## config.mk

```make
export PLATFORM = sky130hd
export DESIGN_NAME = checkout_change
export DESIGN_NICKNAME = d
export VERILOG_FILES = /design/src/rtl/checkout_change.sv
export SDC_FILE = /design/constraint.sdc
export NUM_CORES = 1
export LEC_CHECK = 0
export CAP_MARGIN = 10
export CORE_MARGIN = 1.5
export CORE_UTILIZATION = 38
export CTS_CLUSTER_DIAMETER = 120
export CTS_CLUSTER_SIZE = 10
export DETAILED_ROUTE_END_ITERATION = 7
export SYNTH_ARGS = -nofsm -noshare
export SYNTH_HDL_FRONTEND = slang
export SYNTH_SLANG_ARGS = --single-unit
```

## constraint.sdc

```tcl
create_clock -name clk -period 8.6 [get_ports clk]
set_clock_uncertainty 0.1 [all_clocks]
set_input_delay 0.86 -clock clk [delete_from_list [all_inputs] [get_ports clk]]
set_output_delay 0.86 -clock clk [all_outputs]
set_load 0.02 [all_outputs]
```

## src/rtl/checkout_change.sv

```systemverilog
// Payment stage after the checkout totaliser: collects coins against a total,
// then pays out change or a full refund one coin per handshake (greedy 50/10/5/1).
module checkout_change #(
  parameter int SUM_W  = 32,
  parameter int RCPT_W = 16
) (
  input  logic              clk,
  input  logic              rst,
  input  logic              total_valid,
  input  logic [SUM_W-1:0]  total,
  output logic              total_ready,
  input  logic              coin_valid,
  input  logic [1:0]        coin_sel,
  input  logic              cancel,
  output logic              busy,
  output logic [SUM_W-1:0]  due,
  output logic              chg_valid,
  output logic [1:0]        chg_coin,
  input  logic              chg_ack,
  output logic              done,
  output logic              refunded,
  output logic [RCPT_W-1:0] receipt_no
);

  typedef enum logic [1:0] {IDLE, COLLECT, CHANGE, DONE} state_t;

  state_t             state;
  logic [SUM_W-1:0]   total_r;
  logic [SUM_W-1:0]   paid;
  logic [SUM_W-1:0]   chg_amt;
  logic               refund_flag;

  logic [SUM_W:0]     pay_sum;
  logic [SUM_W-1:0]   over_amt;
  logic [SUM_W-1:0]   chg_rem;

  function automatic logic [SUM_W-1:0] coin_value(input logic [1:0] sel);
    logic [SUM_W-1:0] v;
    unique case (sel)
      2'd0:    v = SUM_W'(1);
      2'd1:    v = SUM_W'(5);
      2'd2:    v = SUM_W'(10);
      default: v = SUM_W'(50);
    endcase
    return v;
  endfunction

  function automatic logic [1:0] pick_coin(input logic [SUM_W-1:0] amt);
    logic [1:0] c;
    if (amt >= SUM_W'(50))      c = 2'd3;
    else if (amt >= SUM_W'(10)) c = 2'd2;
    else if (amt >= SUM_W'(5))  c = 2'd1;
    else                        c = 2'd0;
    return c;
  endfunction

  // One extra bit on the running sum so a large coin can never wrap past the total.
  assign pay_sum  = {1'b0, paid} + {1'b0, coin_value(coin_sel)};
  assign over_amt = pay_sum[SUM_W-1:0] - total_r;
  assign chg_rem  = chg_amt - coin_value(chg_coin);

  always_ff @(posedge clk or posedge rst) begin
    if (rst) begin
      state       <= IDLE;
      total_r     <= '0;
      paid        <= '0;
      chg_amt     <= '0;
      refund_flag <= 1'b0;
      total_ready <= 1'b1;
      busy        <= 1'b0;
      due         <= '0;
      chg_valid   <= 1'b0;
      chg_coin    <= 2'd0;
      done        <= 1'b0;
      refunded    <= 1'b0;
      receipt_no  <= '0;
    end else begin
      done     <= 1'b0;
      refunded <= 1'b0;
      unique case (state)
        IDLE: begin
          if (total_valid) begin
            total_ready <= 1'b0;
            busy        <= 1'b1;
            paid        <= '0;
            refund_flag <= 1'b0;
            if (total == '0) begin
              state      <= DONE;
              done       <= 1'b1;
              receipt_no <= receipt_no + RCPT_W'(1);
            end else begin
              total_r <= total;
              due     <= total;
              state   <= COLLECT;
            end
          end
        end

        // Cancel wins over a coin presented in the same cycle.
        COLLECT: begin
          if (cancel) begin
            due         <= '0;
            refund_flag <= 1'b1;
            if (paid != '0) begin
              chg_amt   <= paid;
              chg_coin  <= pick_coin(paid);
              chg_valid <= 1'b1;
              state     <= CHANGE;
            end else begin
              refunded <= 1'b1;
              state    <= DONE;
            end
          end else if (coin_valid) begin
            if (pay_sum < {1'b0, total_r}) begin
              paid <= pay_sum[SUM_W-1:0];
              due  <= total_r - pay_sum[SUM_W-1:0];
            end else if (pay_sum == {1'b0, total_r}) begin
              due        <= '0;
              done       <= 1'b1;
              receipt_no <= receipt_no + RCPT_W'(1);
              state      <= DONE;
            end else begin
              due       <= '0;
              chg_amt   <= over_amt;
              chg_coin  <= pick_coin(over_amt);
              chg_valid <= 1'b1;
              state     <= CHANGE;
            end
          end
        end

        CHANGE: begin
          if (chg_ack && chg_valid) begin
            chg_amt <= chg_rem;
            if (chg_rem == '0) begin
              chg_valid <= 1'b0;
              chg_coin  <= 2'd0;
              state     <= DONE;
              if (refund_flag) begin
                refunded <= 1'b1;
              end else begin
                done       <= 1'b1;
                receipt_no <= receipt_no + RCPT_W'(1);
              end
            end else begin
              chg_coin <= pick_coin(chg_rem);
            end
          end
        end

        DONE: begin
          state       <= IDLE;
          total_ready <= 1'b1;
          busy        <= 1'b0;
          paid        <= '0;
        end

        default: state <= IDLE;
      endcase
    end
  end

endmodule

```

---- Word-level counts from Yosys, hierarchy flattened ----
Cells that the tools add are included.
storage, ports and cells
  register bits ........................... 154
  bits of input ports ..................... 40
  word-level logic and storage cells ...... 161
operators by class
  add/subtract/negate cells ............... 5
  order comparisons ....................... 10
  equality and inequality tests ........... 24
  mux-type cells .......................... 87
  bitwise logic cells ..................... 1
  reductions and logical operators ........ 21
operators with widths
  kind                     number
  $mux W32                 15
  $mux W16                 9
  $pmux W32 S2             2
  $ge A32 B3 Y1 const B    3
  $ge A32 B4 Y1 const B    3
  $ge A32 B6 Y1 const B    3
  $pmux W32 S3             1
  $sub A32 B32 Y32         3
  $logic_not A32 Y1        2
  $pmux W16 S3             1
  $mux W2                  20
  $pmux W6 S3              2
  $add A32 B32 Y33         1
  $eq A33 B32 Y1           1
  $lt A33 B32 Y1           1
  $reduce_bool A32 Y1      1
  $mux W1                  29
  $ne A2 B2 Y1 const B     12
  $add A16 B1 Y16 const B  1
  $ne A3 B3 Y1 const B     4
  $pmux W1 S2              5
  $reduce_and A10 Y1       1
  $reduce_and A5 Y1        2
  $eq A2 B2 Y1 const B     4
  other kinds (14)         22

---- Depth between registers and ports, before layout ----
  depth in word-level cells ............... 13
  depth in mapped cells ................... 26
  mapped depth without buffers ............ 23

---- Least setup slack after synthesis ----
No wires, ideal clock.
  path kind ............................... input port to flip-flop
  start point ............................. input port coin_sel[1]
  end point ............................... register chg_amt[2]
  setup time .............................. 135 ps
  arrival ................................. 5319 ps
  required time ........................... 8365 ps
  path slack .............................. 3046 ps
  stages on the path ...................... 24
  cells stage by stage .................... inv_1 > ha_1 > inv_1 > fa_1 > nor2b_1 > o31a_1 > o21ai_0 > nand2b_1 > and2_1 > nand3_1 > xor2_1 > inv_1 > ha_1 > clkbuf_1 > a21oi_1 > o21ai_0 > a21o_1 > a211oi_1 > a21oi_1 > o21a_1 > o31ai_2 > clkbuf_1 > clkbuf_1 > o21ai_0
on the way
  cells in the longest elaborated chain, start to end .. 9
ends and longest elaborated chain
  what                                        RTL line  text
  start, declared                             13        input logic [1:0] coin_sel,
  $eq A2 B2 Y1, or another cell as far along  39        unique case (sel)
  $pmux W6 S3 *                               39
  $add A32 B32 Y33 *                          58        assign pay_sum = {1'b0, paid} + {1'b0, coin_value(coin_sel)};
  $sub A32 B32 Y32                            59        assign over_amt = pay_sum[SUM_W-1:0] - total_r;
  $mux W32                                    117       end else if (pay_sum == {1'b0, total_r}) begin
  $mux W32                                    114       if (pay_sum < {1'b0, total_r}) begin
  $mux W32                                    113       end else if (coin_valid) begin
  $mux W32                                    101       if (cancel) begin
  $pmux W32 S2                                80        unique case (state)
  end signal, assigned                        105       chg_amt <= paid;
  end signal, assigned                        124       chg_amt <= over_amt;
  end signal, assigned                        134       chg_amt <= chg_rem;
  end, declared                               30        logic [SUM_W-1:0] chg_amt;
Mark *: on every way between the ends. The rest lies on a longest branch, timed or not. The select of a mux whose other input is x is not followed.
A chain may end at the register's enable or synchronous reset.

---- Final worst setup path ----
  start point ............................. input port coin_sel[1]
  end point ............................... register chg_coin[0]
on the way
  cells in the longest elaborated chain, start to end .. 13
ends and longest elaborated chain
  what                                        RTL line  text
  $eq A2 B2 Y1, or another cell as far along  39
  $pmux W6 S3 *                               39
  $add A32 B32 Y33 *                          58
  $sub A32 B32 Y32                            59
  $ge A32 B3 Y1                               52        else if (amt >= SUM_W'(5)) c = 2'd1;
  $mux W1                                     52
  $mux W2                                     51        else if (amt >= SUM_W'(10)) c = 2'd2;
  $mux W2                                     50        if (amt >= SUM_W'(50)) c = 2'd3;
  $mux W2                                     117
  $mux W2                                     114
  $mux W2                                     113
  $mux W2                                     101
  $pmux W2 S2                                 80
  end signal, assigned                        106       chg_coin <= pick_coin(paid);
  end signal, assigned                        125       chg_coin <= pick_coin(over_amt);
  end signal, assigned                        146       chg_coin <= pick_coin(chg_rem);
  end, declared                               18        output logic [1:0] chg_coin,
Marks and branches as above.

==> impl_metrics.yaml <==
sta:
  fin_crit_ns: 7.18
  setup_tns_ns: 0
  rsz0062_at_grt: "false"
  slew_viol_final: 0
  max_freq_mhz: 139
  slew_headroom_pct: 34.7
  setup_viol: 0
  tightestPinTransition_ns: 0.979
  hold_violations: 0
  period_share_pct: 83.5
grt:
  grt_pass1_wl_um: 63200
  overflow: 0
  grt_pass1_vias: 11200
  grt_max_degree: 81
  grtUsageTotal_pct: 23.7
  antenna_found_initial: 0
synth:
  synthTopCellsByArea: "dfrtp_1 30%, ha_1 7.9%, o21ai_0 5.5%"
  synthAdderAreaFrac_pct: 8.61
  synth-seq-cells: 154
  synth_top_area_share_pct: 30.2
  synth-edff-count: 0
  synth.yosys.seq_area_share_pct: 30.4
  yosys.area_share.simple_pct: 20.3
  async_flop_share_pct: 100
  synth_xor_area_share_pct: 6.78
  synth_nets: 1720
  syn_area_per_cell_sq_um: 7.94
  syn_area_sq_um: 12700
  synth_mux_area_share_pct: 3.71
  synth_compound_area_share_pct: 24.0
  synth_top_family_by_area: "compound AO/OA/AOI/OAI gates"
  yosysWarnings: 0
  yosysTopAreaCell: "dfrtp_1"
  synth_flop_cell: "dfrtp_1"
  yosysUniqueCellTypes: 77
  netlist_instances: 1596
clock_tree:
  tritoncts: "built"
  cts_setup_buffers: 0
  holdBufCountCts: 0
  htreeDepth: 4
  cts_root_buffer: "clkbuf_16"
  cts-resized-gates: 0
  clkTransAtPathRegs_ns: 0.06
  numCtsBuffers: 17
  numClockSinks: 154
  insertion_delay_ns: 0.45
  clk_path_buf_depth: 2
routing:
  dr.pass1.iters: 6
  wl_per_cell_um: 19.1
  postRouteAntennaNets: 0
  routed_via_density: 5.70
  vias: 11900
  drt_iter0_markers: 1069
  drc: 0
  routed_wl_um: 39800
placed_design:
  portBuffers: 94
  gp_congestion: 0.978
  place_area_sq_um: 13900
  dp_cells: 2049
  place_hpwl_um: 30600
die:
  die_h_um: 186
  chipWidth_um: 186
  io_pins: 95
  dieArea_sq_um: 34400
  core_area_sq_um: 32700
  rows: 66
  initial_utilization_pct: 38.7
setup_path:
  crit_family: "simple AND/OR/NAND/NOR gates"
  crit_cells: 25
  worstPathArrival_ns: 7.44
  path_buf_inv: 4
  cp_slowest_stage_delay_ns: 0.78
  worstSetupEndpointType: "flip-flop"
  critPathKind: "in2reg"
  crit_top_cell: "a21oi_1"
  critPathMaxFanout: 43
  cp.required_ns: 8.86
  r2r_slack_ns: 1.93
  ff2ff_path_depth: 23
  start_kind: "input port"
  slowest_stage: "nor2_1"
pwr:
  leakage_nw: 6.11
  irDropWorstVdd_uv: 203
  p_per_area_nw_per_um2: 377
  swShare_pct: 50.1
  seq_power_share_pct: 23.4
  p_sw_mw: 2.74
  p_int_mw: 2.73
  p_comb_share_pct: 62.8
  clock_power_share_pct: 13.9
finish:
  num_antenna_cells: 0
  final_common_cell: "nand2_1"
  stdcell_count: 2081
  drive_above_1_share_pct: 5.61
  fin_area_sq_um: 14500
  final_cell_mix: "160 x nand2_1, 153 x dfrtp_1, 138 x o21ai_0"
  syn_to_final_growth_pct: 14.3
  nets: 1750
  fill_cells: 3377
run_status:
  status: "complete, no violations"
job:
  cap_violations: 0
worst_hold_path:
  worstHoldPathType: "reg2reg"
  whs_path_depth: 1
## through the flow
step	setup WS, ns	utilization (%)	hold WS (ns)	power [mW]
global placement	1.15	42.5	0.363	4.64
global route	1.03	44.3	0.384	5.90
finish	1.42	44.3	0.372	5.46
CTS	1.54	44.3	0.377	5.45
detailed placement	1.11	42.5	0.367	4.65
floorplan	3.05	-	0.356	3.64
## synthesized netlist by cell type (all sizes together), types with 5 or more instances
cell     number
o31ai        16
xnor2        65
nor3         37
nand3        47
nor4         30
mux2         32
inv         108
and2          8
clkbuf       88
a31oi        10
dfrtp       153
o22ai        12
a21oi       134
xor2         33
a211oi       11
a21boi        8
nand4        32
o21a         19
o221ai        7
a22oi        33
nand2b       15
ha           80
mux2i        11
nor2b        13
buf           7
and4         10
a21o         28
and3         19
a2111oi       5
nand2       160
or4           6
nor2        120
o21bai       16
or3          10
o21ai       139
o211ai       14
## sequential cells by signal, indices dropped and copies added (netlist names)
| signal | flops |
|---|---|
| busy | 1 |
| state | 2 |
| chg_amt | 32 |
| total_ready | 1 |
| total_r | 32 |
| chg_coin | 2 |
| refunded | 1 |
| receipt_no | 16 |
| refund_flag | 1 |
| due | 32 |
| chg_valid | 1 |
| done | 1 |
| paid | 32 |
## metal layers
metal,part of all wire (%),vias up,track usage (%)
met5,0,-,0
met4,2.4,0,7.23
li1,-,5796,-
met3,4.6,60,3.48
met1,48,5669,34.0
met2,45,346,36.8
## kinds of logic after synthesis
family,Yosys count
xor gates and xnor gates,98
adders and majority gates,85
DFF,154
AOI/OAI and AO/OA,488
muxes,43
buffers and inverters,203
and+or+nand+nor,525
## final timing paths
kind,start,end
hold reg to reg,receipt_no[15],receipt_no[15]
min in group asynchronous,rst,chg_amt[2]
setup / recovery,coin_sel[1],chg_coin[0]
setup reg to reg,paid[1],chg_coin[0]
max in group asynchronous,rst,paid[12]
hold / removal,receipt_no[15],receipt_no[15]
## final cells by class
| type | count | area (sq um) | area share [%] |
|---|---|---|---|
| multi-input cells | 1239 | 8060 | 55.7 |
| flip-flops and latches | 154 | 3850 | 26.6 |
| repair buffers | 106 | 1030 | 7.09 |
| well taps | 442 | 553 | 3.82 |
| clock buffers | 18 | 439 | 3.03 |
| inverters | 108 | 410 | 2.83 |
| clock inverters | 14 | 135 | 0.933 |
## power groups by stage
| stage | combinational (mW) | clock [mW] | sequential [mW] |
|---|---|---|---|
| CTS | 3.40 | 0.773 | 1.27 |
| finish | 3.43 | 0.757 | 1.28 |
| global route | 3.78 | 0.800 | 1.32 |
| global placement | 3.36 | 0 | 1.28 |
| floorplan | 2.34 | 0 | 1.31 |
| detailed placement | 3.37 | 0 | 1.28 |
(Power assumes the default switching activity.)
